## src/rtl/imm_extend_unit.sv

```systemverilog
// rtl/imm_extend_unit.sv - immediate sign/zero/upper/branch extension behind a two-entry skid buffer
//
// Purpose
//   Accepts a raw IN_W-bit immediate and an extension mode. It extends the
//   immediate to OUT_W bits and passes the result downstream through a
//   two-entry skid buffer. The buffer is an output register (OR) plus a skid
//   register (SR). Results leave in the order they were accepted.
//
// Parameters
//   IN_W   immediate input width (default 16)
//   OUT_W  extended output width (default 32); must satisfy OUT_W >= IN_W+2
//
// Ports
//   clk        in   1      sole clock, rising edge
//   rst        in   1      synchronous active-high reset
//   in_valid   in   1      upstream presents an immediate
//   in_ready   out  1      unit can accept an immediate (registered)
//   in_imm     in   IN_W   raw immediate field
//   in_mode    in   2      0 SIGN, 1 ZERO, 2 UPPER, 3 BRANCH
//   out_valid  out  1      out_data holds a result
//   out_ready  in   1      downstream accepts the result
//   out_data   out  OUT_W  extended immediate
//   out_neg    out  1      MSB of out_data, registered with it
//
// Configuration
//   IMM_EXTEND_BRANCH_EN  when defined, BRANCH gives the SIGN result shifted
//                         left by two. When undefined, BRANCH is the same as
//                         SIGN and the design contains no shifter.

module imm_extend_unit #(
  parameter int IN_W  = 16,
  parameter int OUT_W = 32
) (
  input  logic             clk,
  input  logic             rst,
  input  logic             in_valid,
  output logic             in_ready,
  input  logic [IN_W-1:0]  in_imm,
  input  logic [1:0]       in_mode,
  output logic             out_valid,
  input  logic             out_ready,
  output logic [OUT_W-1:0] out_data,
  output logic             out_neg
);

  localparam int EXT_W = OUT_W - IN_W;

  localparam logic [1:0] MODE_SIGN   = 2'd0;
  localparam logic [1:0] MODE_ZERO   = 2'd1;
  localparam logic [1:0] MODE_UPPER  = 2'd2;
  localparam logic [1:0] MODE_BRANCH = 2'd3;

  typedef enum logic [1:0] {
    S_EMPTY = 2'd0,
    S_ONE   = 2'd1,
    S_FULL  = 2'd2
  } state_t;

  // --------------------------------------------------------------------------
  // Extension datapath (combinational, evaluated on the accepting cycle)
  // --------------------------------------------------------------------------
  logic [OUT_W-1:0] w_sign;
  logic [OUT_W-1:0] w_zero;
  logic [OUT_W-1:0] w_upper;
  logic [OUT_W-1:0] w_branch;
  logic [OUT_W-1:0] w_ext;

  assign w_sign  = {{EXT_W{in_imm[IN_W-1]}}, in_imm};
  assign w_zero  = {{EXT_W{1'b0}}, in_imm};
  assign w_upper = {in_imm, {EXT_W{1'b0}}};

`ifdef IMM_EXTEND_BRANCH_EN
  // Branch offsets are word-aligned. Drop the top two bits of the
  // sign-extended value and append two zero bits.
  assign w_branch = {w_sign[OUT_W-3:0], 2'b00};
`else
  assign w_branch = w_sign;
`endif

  always_comb begin
    w_ext = w_sign;
    case (in_mode)
      MODE_SIGN:   w_ext = w_sign;
      MODE_ZERO:   w_ext = w_zero;
      MODE_UPPER:  w_ext = w_upper;
      MODE_BRANCH: w_ext = w_branch;
      default:     w_ext = w_sign;
    endcase
  end

  // --------------------------------------------------------------------------
  // Skid buffer state
  // --------------------------------------------------------------------------
  state_t           r_state;
  logic             r_in_ready;
  logic [OUT_W-1:0] r_or_data;
  logic             r_or_neg;
  logic [OUT_W-1:0] r_sr_data;

  state_t w_next_state;
  logic   w_in_xfer;
  logic   w_out_xfer;
  logic   w_load_or;   // new result goes straight into OR
  logic   w_load_sr;   // new result parks in SR behind a stalled OR
  logic   w_move_sr;   // SR advances into OR as OR drains

  assign w_in_xfer  = in_valid && r_in_ready;
  assign w_out_xfer = (r_state != S_EMPTY) && out_ready;

  always_comb begin
    w_next_state = r_state;
    w_load_or    = 1'b0;
    w_load_sr    = 1'b0;
    w_move_sr    = 1'b0;
    case (r_state)
      S_EMPTY: begin
        if (w_in_xfer) begin
          w_next_state = S_ONE;
          w_load_or    = 1'b1;
        end
      end
      S_ONE: begin
        if (w_in_xfer && !w_out_xfer) begin
          w_next_state = S_FULL;
          w_load_sr    = 1'b1;
        end else if (w_in_xfer && w_out_xfer) begin
          w_next_state = S_ONE;
          w_load_or    = 1'b1;
        end else if (w_out_xfer) begin
          w_next_state = S_EMPTY;
        end
      end
      S_FULL: begin
        // in_ready is low here, so only the drain side can move.
        if (w_out_xfer) begin
          w_next_state = S_ONE;
          w_move_sr    = 1'b1;
        end
      end
      default: begin
        w_next_state = S_EMPTY;
      end
    endcase
  end

  always_ff @(posedge clk) begin
    if (rst) begin
      r_state    <= S_EMPTY;
      r_in_ready <= 1'b1;
      r_or_data  <= '0;
      r_or_neg   <= 1'b0;
      r_sr_data  <= '0;
    end else begin
      r_state    <= w_next_state;
      // in_ready is decoded from the next state and registered. As a result
      // it never has a combinational path from out_ready.
      r_in_ready <= (w_next_state != S_FULL);
      if (w_load_or) begin
        r_or_data <= w_ext;
        r_or_neg  <= w_ext[OUT_W-1];
      end else if (w_move_sr) begin
        r_or_data <= r_sr_data;
        r_or_neg  <= r_sr_data[OUT_W-1];
      end
      if (w_load_sr) begin
        r_sr_data <= w_ext;
      end
    end
  end

  assign in_ready  = r_in_ready;
  assign out_valid = (r_state != S_EMPTY);
  assign out_data  = r_or_data;
  assign out_neg   = r_or_neg;

endmodule

```

## config.mk

```make
export PLATFORM = sky130hd
export DESIGN_NAME = imm_extend_unit
export DESIGN_NICKNAME = d
export VERILOG_FILES = /design/src/rtl/imm_extend_unit.sv
export SDC_FILE = /design/constraint.sdc
export NUM_CORES = 1
export LEC_CHECK = 0
export CAP_MARGIN = 20
export CORE_ASPECT_RATIO = 2
export CORE_MARGIN = 2
export CORE_UTILIZATION = 55
export DETAILED_ROUTE_END_ITERATION = 8
export HOLD_SLACK_MARGIN = 0.06
export PLACE_DENSITY = 0.89
export SLEW_MARGIN = 40
export SYNTH_ARGS = -nofsm -noshare
export SYNTH_HDL_FRONTEND = slang
export SYNTH_SLANG_ARGS = --single-unit
```

## constraint.sdc

```tcl
create_clock -name clk -period 4.5 [get_ports clk]
set_clock_uncertainty 0.1 [all_clocks]
set_input_delay 0.9 -clock clk [delete_from_list [all_inputs] [get_ports clk]]
set_output_delay 0.9 -clock clk [all_outputs]
set_load 0.02 [all_outputs]
```

==> impl_results.md <==
* Outcome: completed
* Leakage at 1.30 nW
* Final design utilization at 69.1%
* Routed WL per cell at 16.5 µm
* Power Dens Cells at 401 nW/µm²
* Final setup fails at 0
* ANT nets after route at 0
* Routed wire length at 7990 µm
* Die height at 111 µm
* Peak Freq at 349 MHz
* First-pass DRT Iterations at 4
* Antenna violations before repair at 0
* Synthesized area at 3140 µm²
* Clk buf depth at 2
* Reg2Reg Depth at 5
* Largest net degree at the start of global routing at 57
* Critical path type: input port to flip-flop
* Mapped Cells at 385
* Worst Setup End Kind: flip-flop
* Die ar. at 6360 µm²
* Iteration-0 DRC Markers at 166
* Multi-input gate area at 1580 µm²
* Hold_buf cts at 0
* Slew Limit Fails at 0
* YS warnings at 0
* Post CTS Setup Buffer Count at 0
* Worst slew pin tran at 745 ps
* Die W at 57.4 µm
* Synthesis-stage register bit count at 67
* Peak VDD IR at 0.338 mV
* Flop2flop setup slack at 2410 ps
* Register area at 1340 µm²
* Hold Crit Class: flip-flop to flip-flop
* Max_cap viols at 0
* Worst hold path depth at 2
* Syn Nets at 409
* First-pass GRT wire length at 13,000 µm
* CTS tree: done
* Avg Cell Area, Syn at 8.15 µm²
* CP Max Fanout at 32
* Critical path arrival at 3000 ps
* RSZ-0062 raised after global routing: false
* Starting Density at 55.9%
* Routability cong. at 0.834
* Post-layout nets at 443
* Relative slew slack at 50.4%
* Detailed Place HPWL at 4870 µm
* Period utilization at 63.6%
* Area growth syn-to-layout at 23.4%
* Layout cells sized above 1 at 14.2%
* Vias per cell at 6.08
* Final Hold Fails at 0
* CTS resizes at 0
* CTS Root Cell: clkbuf_16
* Aggregate negative setup slack at 0 ps
* Total global-route track usage at 26.1%
* I/O pins at 57
* Core area at 5610 µm²
* DR vias at 2,941
* Total CTS buffers at 9
* ANT cells at 0
* Unique masters post-synth at 25
* CTS Sinks at 67
* Number of fill cells in the layout at 429
* Sequential-to-total area share from yosys stat at 42.7%
* DRC at 0
* Worst EP required at 4630 ps
* FP Rows at 39
* Vias in the first global route at 2,736
* # H-tree levels at 3
* Port buffer count at 56
* Clk_lat worst skew at 330 ps
* CP Launch Type: input port
* Grt total ovfl at 0
* Worst-path clk slew at 50 ps
* Final Critical Period at 2860 ps
[where the power goes]
part	switching [mW]	internal, mW	total (mW)
clock network	0.247	0.381	0.628
logic	0.162	0.117	0.280
registers	0.0200	0.628	0.648
[cell type report]
class                      count  share of cell area [%]
multi-input combinational    276                    40.8
sequential                    67                    34.6
timing repair buffer          61                    15.3
clock buffer                  10                    6.17
tap                           61                    1.97
clock inverter                 5                   0.775
inverter                       4                   0.387
[synth_stat cells, drive strengths merged]
master / number / share of area (%)
nor2: 19 / 2.4
nand2: 129 / 15
inv: 4 / 0.48
o22a: 1 / 0.28
nor3: 1 / 0.32
buf: 22 / 4.7
mux2i: 1 / 0.32
dfxtp: 67 / 43
a311oi: 32 / 15
nor2b: 1 / 0.20
nand2b: 2 / 0.40
clkbuf: 16 / 1.9
nand3: 16 / 2.6
nor3b: 1 / 0.24
a211o: 1 / 0.28
or3: 2 / 0.40
or2: 3 / 0.60
ha: 2 / 0.80
a21oi: 63 / 10
mux2: 1 / 0.36
nand4b: 1 / 0.28
[cell families after synthesis]
kind of cell    share of synthesized area (%)
flops                                    42.7
buf+inv                                  7.13
simple gates                             22.8
mux                                     0.678
compound gates                           25.9
fa+ha+maj                               0.797
[worst paths after layout]
kind,start,endpoint
max,in_mode[0],out_data[4]$_SDFFE_PP0P_
min,r_sr_data[24]$_SDFFE_PP0P_,r_sr_data[24]$_SDFFE_PP0P_
min reg2reg,r_sr_data[24]$_SDFFE_PP0P_,r_sr_data[24]$_SDFFE_PP0P_
max reg2reg,r_state[1]$_SDFF_PP0_,out_data[31]$_SDFFE_PP0P_
[registers in the layout, summed over array words and instances (netlist names)]
name / flops
r_sr_data: 32
in_ready: 1
r_state: 2
out_data: 32
[routing by layer]
| metal | wire [µm] | track usage (%) | vias up | share of wire [%] |
|---|---|---|---|---|
| li1 | - | - | 1381 | - |
| met1 | 3190 | 32.2 | 1388 | 40 |
| met2 | 3980 | 40.2 | 148 | 50 |
| met3 | 534 | 5.95 | 24 | 6.7 |
| met4 | 290 | 15.8 | 0 | 3.6 |
| met5 | 0 | 0 | - | 0 |
[placed cells by master, fill, tap and decap left out]
| cell | Yosys | final |
|---|---|---|
| nor3_2 | 1 | 1 |
| mux2i_1 | 1 | 1 |
| a311oi_2 | 32 | 32 |
| or3_2 | 0 | 1 |
| clkbuf_8 | 0 | 1 |
| o22a_1 | 1 | 1 |
| buf_4 | 3 | 5 |
| mux2_2 | 1 | 1 |
| dfxtp_1 | 67 | 67 |
| clkinvlp_4 | 0 | 2 |
| nor3b_1 | 1 | 1 |
| nand2b_1 | 2 | 2 |
| nand3_1 | 16 | 16 |
| nand2_1 | 129 | 129 |
| nand4b_1 | 1 | 1 |
| buf_2 | 14 | 1 |
| or2_1 | 1 | 1 |
| inv_1 | 4 | 4 |
| nor2_1 | 18 | 18 |
| clkdlybuf4s50_1 | 0 | 55 |
| or3_4 | 0 | 1 |
| clkbuf_16 | 0 | 9 |
| nor2_2 | 1 | 1 |
| a21oi_1 | 63 | 63 |
| a211o_1 | 1 | 1 |
| nor2b_1 | 1 | 1 |
| ha_1 | 2 | 2 |
| clkinv_2 | 0 | 3 |
| or2_2 | 2 | 2 |
[through the flow]
step | setup WS, ps | instances | hold WS [ps] | power (mW) | instance area, µm²
final | 1640 | 484 | 353 | 1.56 | 3870
after global routing | 1440 | 484 | 370 | 1.61 | 3870
after CTS | 1660 | 484 | 354 | 1.56 | 3870
after floorplan | 2190 | 385 | 337 | 0.837 | 3140
after detailed placement | 1340 | 469 | 347 | 0.935 | 3610
after global placement | 1230 | 469 | 341 | 0.928 | 3600
[worst max-delay path, cell delays in order]
cell,delay [ps]
clkdlybuf4s50_1,480
ha_1,510
or2_2,630
a21oi_1,190
a311oi_2,280
(Power assumes the default switching activity.)
